## src/rtl/jtag_ir_driver_if.sv

```systemverilog
`default_nettype none
// ============================================================================
// Module   : jtag_ir_driver_if
// Brief    : Controller handshake plus 4-wire TAP pins for the IR loader.
// Revision : 1.0
// ============================================================================
interface jtag_ir_driver_if #(
    parameter int IR_WIDTH = 2
);
    logic                start;
    logic [IR_WIDTH-1:0] instr;
    logic                busy;
    logic                done;
    logic [IR_WIDTH-1:0] captured;
    logic                tck;
    logic                tms;
    logic                tdi;
    logic                tdo;

    // master: test controller plus target TAP; slave: the loader itself
    modport master (
        output start, instr, tdo,
        input  busy, done, captured, tck, tms, tdi
    );
    modport slave (
        input  start, instr, tdo,
        output busy, done, captured, tck, tms, tdi
    );
endinterface
`default_nettype wire

```

## src/rtl/jtag_ir_driver.sv

```systemverilog
`default_nettype none
// ============================================================================
// Module   : jtag_ir_driver
// Brief    : Divides clk into TCK, walks the TAP to Shift-IR, loads one
//            instruction LSB first and returns the IR capture bits.
// Revision : 1.0
// ============================================================================
module jtag_ir_driver #(
    parameter int IR_WIDTH = 2,
    parameter int CLK_DIV  = 2
) (
    input  logic              clk,
    input  logic              rst,
    jtag_ir_driver_if.slave   bus
);
    localparam int DIV_W   = (CLK_DIV > 1) ? $clog2(CLK_DIV) : 1;
    localparam int CNT_MAX = (IR_WIDTH > 6) ? IR_WIDTH : 6;
    localparam int CNT_W   = $clog2(CNT_MAX);

    localparam logic [DIV_W-1:0] DIV_LAST   = DIV_W'(CLK_DIV - 1);
    localparam logic [DIV_W-1:0] DIV_ONE    = DIV_W'(1);
    localparam logic [CNT_W-1:0] CNT_ONE    = CNT_W'(1);
    localparam logic [CNT_W-1:0] RST_LAST   = CNT_W'(5);
    localparam logic [CNT_W-1:0] SHIFT_LAST = CNT_W'(IR_WIDTH - 1);

    typedef enum logic [3:0] {
        RESET_SEQ = 4'd0,
        IDLE      = 4'd1,
        SEL_DR    = 4'd2,
        SEL_IR    = 4'd3,
        CAPTURE   = 4'd4,
        SHIFT     = 4'd5,
        EXIT1     = 4'd6,
        UPDATE    = 4'd7,
        RETURN    = 4'd8
    } state_e;

    state_e              state_q, state_d;
    logic [DIV_W-1:0]    div_q, div_d;
    logic                phase_q, phase_d;
    logic [CNT_W-1:0]    cnt_q, cnt_d;
    logic [IR_WIDTH-1:0] sr_q, sr_d;
    logic [IR_WIDTH-1:0] shcap_q, shcap_d;
    logic [IR_WIDTH-1:0] captured_q, captured_d;
    logic                tck_q, tck_d;
    logic                tms_q, tms_d;
    logic                tdi_q, tdi_d;
    logic                busy_q, busy_d;
    logic                done_q, done_d;
    logic [IR_WIDTH-1:0] cap_shift;
    logic                sample;

    always_ff @(posedge clk) begin
        if (rst) begin
            state_q    <= RESET_SEQ;
            div_q      <= '0;
            phase_q    <= 1'b0;
            cnt_q      <= '0;
            sr_q       <= '0;
            shcap_q    <= '0;
            captured_q <= '0;
            tck_q      <= 1'b0;
            tms_q      <= 1'b1;
            tdi_q      <= 1'b0;
            busy_q     <= 1'b1;
            done_q     <= 1'b0;
        end else begin
            state_q    <= state_d;
            div_q      <= div_d;
            phase_q    <= phase_d;
            cnt_q      <= cnt_d;
            sr_q       <= sr_d;
            shcap_q    <= shcap_d;
            captured_q <= captured_d;
            tck_q      <= tck_d;
            tms_q      <= tms_d;
            tdi_q      <= tdi_d;
            busy_q     <= busy_d;
            done_q     <= done_d;
        end
    end

    always_comb begin
        state_d    = state_q;
        div_d      = div_q;
        phase_d    = phase_q;
        cnt_d      = cnt_q;
        sr_d       = sr_q;
        shcap_d    = shcap_q;
        captured_d = captured_q;
        tck_d      = tck_q;
        tms_d      = tms_q;
        tdi_d      = tdi_q;
        busy_d     = busy_q;
        done_d     = 1'b0;

        // tdo enters at the MSB so the first sampled bit ends up in bit 0
        cap_shift              = shcap_q >> 1;
        cap_shift[IR_WIDTH-1]  = bus.tdo;
        // SHIFT count 0 is the Capture-IR -> Shift-IR transition, not data
        sample = ((state_q == SHIFT) && (cnt_q != '0)) || (state_q == EXIT1);

        if (state_q == IDLE) begin
            busy_d = 1'b0;
            tck_d  = 1'b0;
            tms_d  = 1'b0;
            tdi_d  = 1'b0;
            if (bus.start) begin
                sr_d    = bus.instr;
                state_d = SEL_DR;
                cnt_d   = '0;
                div_d   = '0;
                phase_d = 1'b0;
                tms_d   = 1'b1;
                busy_d  = 1'b1;
            end
        end else if (div_q != DIV_LAST) begin
            div_d = div_q + DIV_ONE;
        end else if (!phase_q) begin
            div_d   = '0;
            phase_d = 1'b1;
            tck_d   = 1'b1;
            if (sample) begin
                shcap_d = cap_shift;
            end
        end else begin
            // End of a bit: present the next bit's tms/tdi with tck low
            div_d   = '0;
            phase_d = 1'b0;
            tck_d   = 1'b0;
            tms_d   = 1'b0;
            tdi_d   = 1'b0;
            cnt_d   = '0;
            unique case (state_q)
                RESET_SEQ: begin
                    if (cnt_q == RST_LAST) begin
                        state_d = IDLE;
                        busy_d  = 1'b0;
                    end else begin
                        cnt_d = cnt_q + CNT_ONE;
                        tms_d = ((cnt_q + CNT_ONE) != RST_LAST);
                    end
                end
                SEL_DR: begin
                    state_d = SEL_IR;
                    tms_d   = 1'b1;
                end
                SEL_IR: begin
                    state_d = CAPTURE;
                end
                CAPTURE: begin
                    state_d = SHIFT;
                end
                SHIFT: begin
                    tdi_d = sr_q[0];
                    sr_d  = sr_q >> 1;
                    if (cnt_q == SHIFT_LAST) begin
                        state_d = EXIT1;
                        tms_d   = 1'b1;
                    end else begin
                        cnt_d = cnt_q + CNT_ONE;
                    end
                end
                EXIT1: begin
                    state_d = UPDATE;
                    tms_d   = 1'b1;
                end
                UPDATE: begin
                    state_d = RETURN;
                end
                RETURN: begin
                    state_d    = IDLE;
                    busy_d     = 1'b0;
                    done_d     = 1'b1;
                    captured_d = shcap_q;
                end
                default: begin
                    state_d = IDLE;
                    busy_d  = 1'b0;
                end
            endcase
        end
    end

    assign bus.busy     = busy_q;
    assign bus.done     = done_q;
    assign bus.captured = captured_q;
    assign bus.tck      = tck_q;
    assign bus.tms      = tms_q;
    assign bus.tdi      = tdi_q;
endmodule
`default_nettype wire

```

## src/flat_wrapper.sv

```systemverilog
// flat-port wrapper written by rule: the top's interface ports become plain ports
module jtag_ir_driver_flat 
#(
    parameter int IR_WIDTH = 2,
    parameter int CLK_DIV  = 2
)
  (clk, rst, bus_start, bus_instr, bus_tdo, bus_busy, bus_done, bus_captured, bus_tck, bus_tms, bus_tdi);
  jtag_ir_driver_if #(.IR_WIDTH(IR_WIDTH)) bus_i ();
  input  logic clk;
  input  logic rst;
  input wire logic [$bits(bus_i.start)-1:0] bus_start;
  input wire logic [$bits(bus_i.instr)-1:0] bus_instr;
  input wire logic [$bits(bus_i.tdo)-1:0] bus_tdo;
  output wire logic [$bits(bus_i.busy)-1:0] bus_busy;
  output wire logic [$bits(bus_i.done)-1:0] bus_done;
  output wire logic [$bits(bus_i.captured)-1:0] bus_captured;
  output wire logic [$bits(bus_i.tck)-1:0] bus_tck;
  output wire logic [$bits(bus_i.tms)-1:0] bus_tms;
  output wire logic [$bits(bus_i.tdi)-1:0] bus_tdi;
  assign bus_i.start = bus_start;
  assign bus_i.instr = bus_instr;
  assign bus_i.tdo = bus_tdo;
  assign bus_busy = bus_i.busy;
  assign bus_done = bus_i.done;
  assign bus_captured = bus_i.captured;
  assign bus_tck = bus_i.tck;
  assign bus_tms = bus_i.tms;
  assign bus_tdi = bus_i.tdi;
  jtag_ir_driver #(.IR_WIDTH(IR_WIDTH), .CLK_DIV(CLK_DIV)) u_core (.clk(clk), .rst(rst), .bus(bus_i));
endmodule
```

## config.mk

```make
export PLATFORM = sky130hd
export DESIGN_NAME = jtag_ir_driver_flat
export DESIGN_NICKNAME = d
export VERILOG_FILES = /design/src/rtl/jtag_ir_driver_if.sv /design/src/rtl/jtag_ir_driver.sv /design/src/flat_wrapper.sv
export SDC_FILE = /design/constraint.sdc
export NUM_CORES = 1
export LEC_CHECK = 0
export ABC_AREA = 1
export ABC_CLOCK_PERIOD_IN_PS = 2450
export CAP_MARGIN = 0
export CORE_UTILIZATION = 35
export DETAILED_ROUTE_END_ITERATION = 12
export DONT_BUFFER_PORTS = 1
export MAX_ROUTING_LAYER = met4
export PLACE_DENSITY = 0.46
export SLEW_MARGIN = 30
export SYNTH_ARGS = -nofsm -noshare
export SYNTH_HDL_FRONTEND = slang
export SYNTH_SLANG_ARGS = --single-unit
```

## constraint.sdc

```tcl
create_clock -name clk -period 2.45 [get_ports clk]
set_clock_uncertainty 0.1 [all_clocks]
set_input_delay 0.3675 -clock clk [delete_from_list [all_inputs] [get_ports clk]]
set_output_delay 0.3675 -clock clk [all_outputs]
set_load 0.005 [all_outputs]
```

==> impl_metrics.env <==
export IMPL_grt_pass1_vias=848
export IMPL_outcome="finished, final reports clean"
export IMPL_cts_made_buffers=3
export IMPL_p_per_area_nw_per_um2=458
export IMPL_cts_tree="yes"
export IMPL_grt_pass1_wl_um=4000
export IMPL_grtUsageMet3_pct=4.59
export IMPL_coreArea_um2=3080
export IMPL_drt_total_wl_um=2280
export IMPL_std_cell_rows=20
export IMPL_rsz0062_at_grt="no"
export IMPL_crit_arrival_ns=1.63
export IMPL_worstReg2RegStart="u_core.state_q[3]$_SDFFE_PP0P_"
export IMPL_worst_slew_pin_slew_ns=0.449
export IMPL_drv_slew=0
export IMPL_post_cts_setup_buffer_count=0
export IMPL_vdd_drop_max_mv=0.293
export IMPL_antenna_found_initial=0
export IMPL_cts_htree_levels=1
export IMPL_synth_cells=163
export IMPL_track_usage_pct=15.9
export IMPL_reg2reg_slack_ns=0.91
export IMPL_min_path_cells=2
export IMPL_drt_iter0_markers=32
export IMPL_wl_per_cell_um=10.8
export IMPL_hold_viol_final=0
export IMPL_syn_to_final_growth_pct=8.30
export IMPL_dp_cells=205
export IMPL_worstHoldStart="bus_start"
export IMPL_grt_max_degree=13
export IMPL_drc_errors=0
export IMPL_cp_end_kind="flip-flop"
export IMPL_die_y_um=59.2
export IMPL_final_nets=178
export IMPL_start_util_pct=37.2
export IMPL_syn_mean_instance_area_um2=7.03
export IMPL_use_met1_pct=21.6
export IMPL_syn_nets=173
export IMPL_dr_pass1_iters=4
export IMPL_synthTopCellsByCount="nand2_1, nor2_1, inv_1"
export IMPL_crit_path_start_kind="flip-flop"
export IMPL_place_gp_congestion=0.859
export IMPL_syn_cell_area_um2=1150
export IMPL_antenna_cells=0
export IMPL_timing_hold_ws_ns=0.0835
export IMPL_setup_viol=0
export IMPL_cts_buffer_depth=2
export IMPL_busiest_layer="met2"
export IMPL_ys_seq_area_share_pct=34.9
export IMPL_hpwl_um=1810
export IMPL_drtAntennaViolNets=0
export IMPL_p_leak_nw=0.567
export IMPL_synth_top_cell_area_share_pct=34.9
export IMPL_r2r_worst_path_cells=7
export IMPL_worstHoldEndpoint="u_core.bus.busy$_SDFFE_PP1P_"
export IMPL_ys_flop_type="dfxtp_1"
export IMPL_io_pins=13
export IMPL_fmax_mhz=648
export IMPL_final_cells=211
export IMPL_synth_warnings=0
export IMPL_required_ns=2.54
export IMPL_grt_overflow=0
export IMPL_grtUsageMet2_pct=23.1
export IMPL_ys_types=27
export IMPL_hold_class="primary input to flip-flop"
export IMPL_num_vias=961
export IMPL_worstSetupPathType="flip-flop to flip-flop"
export IMPL_synth_edf_count=0
export IMPL_synth_area_leaders="dfxtp_1, nand2_1, nor2_1, inv_1, nand3_1"
export IMPL_synthArstFlopShare_pct=0
export IMPL_viasPerCell=4.55
export IMPL_port_buffers=0
export IMPL_ys_seq_elements=20
export IMPL_yosysTopAreaCell="dfxtp_1"
export IMPL_final_core_util_pct=40.3
export IMPL_yosysMostFrequentCell="nand2_1"
export IMPL_dieArea_um2=3510
export IMPL_power_uw=568
export IMPL_clk_pin_slew_ns=0.11
export IMPL_clock_sinks=20
export IMPL_r2r_end="u_core.bus.tms$_SDFFE_PP1P_"
export IMPL_post_route_min_period_ns=1.54
export IMPL_slew_limit_headroom_pct=70.0
export IMPL_root_buffer="clkbuf_4"
export IMPL_crit_fanout=8
export IMPL_drive_gt1_share_pct=13.8
export IMPL_die_x_um=59.2
export IMPL_clk_latency_ns=0.30
export IMPL_min_period_over_period_pct=63.0
export IMPL_setup_tns_ns=0
export IMPL_maxCapViolations=0
-- cells in the final DEF (no fill, tap or decap), types with 2 or more instances in the layout --
cell type,n
ha_1,4
dlygate4sd3_1,2
o21ai_0,7
dfxtp_1,20
inv_1,21
a21oi_1,5
inv_2,2
nor3_1,2
nor2_2,4
nand3_1,13
nor2_4,4
nor2_1,23
nand2_1,39
nand2_4,4
nand4_1,2
clkbuf_4,3
-- cells by family after synthesis --
family | after synthesis | synth area share [%]
compound gates | 17 | 8.41
xor+xnor | 1 | 0.764
fa+ha+maj | 4 | 4.37
buf+inv | 26 | 9.72
flops | 20 | 34.9
simple gates | 95 | 41.8
-- flip-flops by register name (all words and copies together) (netlist names), 2 cells and up --
register and cells:
u_core.state_q 4, u_core.shcap_q 2, u_core.bus.captured 2, u_core.cnt_q 3, u_core.sr_q 2
-- worst max-delay path by stage --
stage	startpoint	end	slack [ns]	cells past startpoint
after detailed placement	u_core.state_q[3]$_SDFFE_PP0P_	u_core.bus.tms$_SDFFE_PP1P_	0.91	7
after global placement	u_core.state_q[3]$_SDFFE_PP0P_	u_core.bus.tms$_SDFFE_PP1P_	0.92	7
final	u_core.state_q[3]$_SDFFE_PP0P_	u_core.bus.tms$_SDFFE_PP1P_	0.91	7
after floorplan	u_core.cnt_q[1]$_SDFFE_PP0P_	u_core.state_q[2]$_SDFFE_PP0P_	1.11	9
after CTS	u_core.state_q[3]$_SDFFE_PP0P_	u_core.bus.tms$_SDFFE_PP1P_	0.88	7
after global routing	u_core.state_q[3]$_SDFFE_PP0P_	u_core.cnt_q[2]$_SDFFE_PP0P_	0.67	8
-- final cells by class --
| cell class | count | area, um2 |
|---|---|---|
| clock buffer | 4 | 36.3 |
| fill | 340 | 1840 |
| inverter | 24 | 95.1 |
| multi-input combinational | 117 | 634 |
| sequential | 20 | 400 |
| tap | 44 | 55.1 |
| timing repair buffer | 2 | 20.0 |
-- critical path, stage by stage (launching register included) --
cell,delay [ns]
dfxtp_1,0.62
nor2_8,0.09
nand2_1,0.14
inv_1,0.11
a21boi_0,0.17
nand2_1,0.07
nand2_1,0.07
nand3_1,0.06
-- power by group --
group	leakage [nW]	total [mW]	internal, mW	switching, mW
Sequential	0.162	0.338	0.332	0.00604
Combinational	0.384	0.0375	0.0142	0.0233
Clock	0.0210	0.192	0.0906	0.102
-- routing by layer --
metal / share of wire [%] / vias to the layer above
met5: 0 / -
met4: 0.44 / 0
met3: 3.5 / 2
met2: 43 / 13
met1: 53 / 419
li1: - / 527
-- metrics by stage --
step / worst slack (ns) / instance area, um2
CTS: 0.885 / 1230
floorplan: 1.11 / 1150
global route: 0.666 / 1240
global placement: 0.916 / 1180
finish: 0.907 / 1240
detailed placement: 0.910 / 1180
-- timing repair --
| item | in CTS | in global routing |
|---|---|---|
| endpoints found under the hold margin | 3 | 1 |
| hold buffers | 1 | 1 |
| resized for setup | 0 | 0 |
Note: power is estimated with default switching activity, not from simulation.
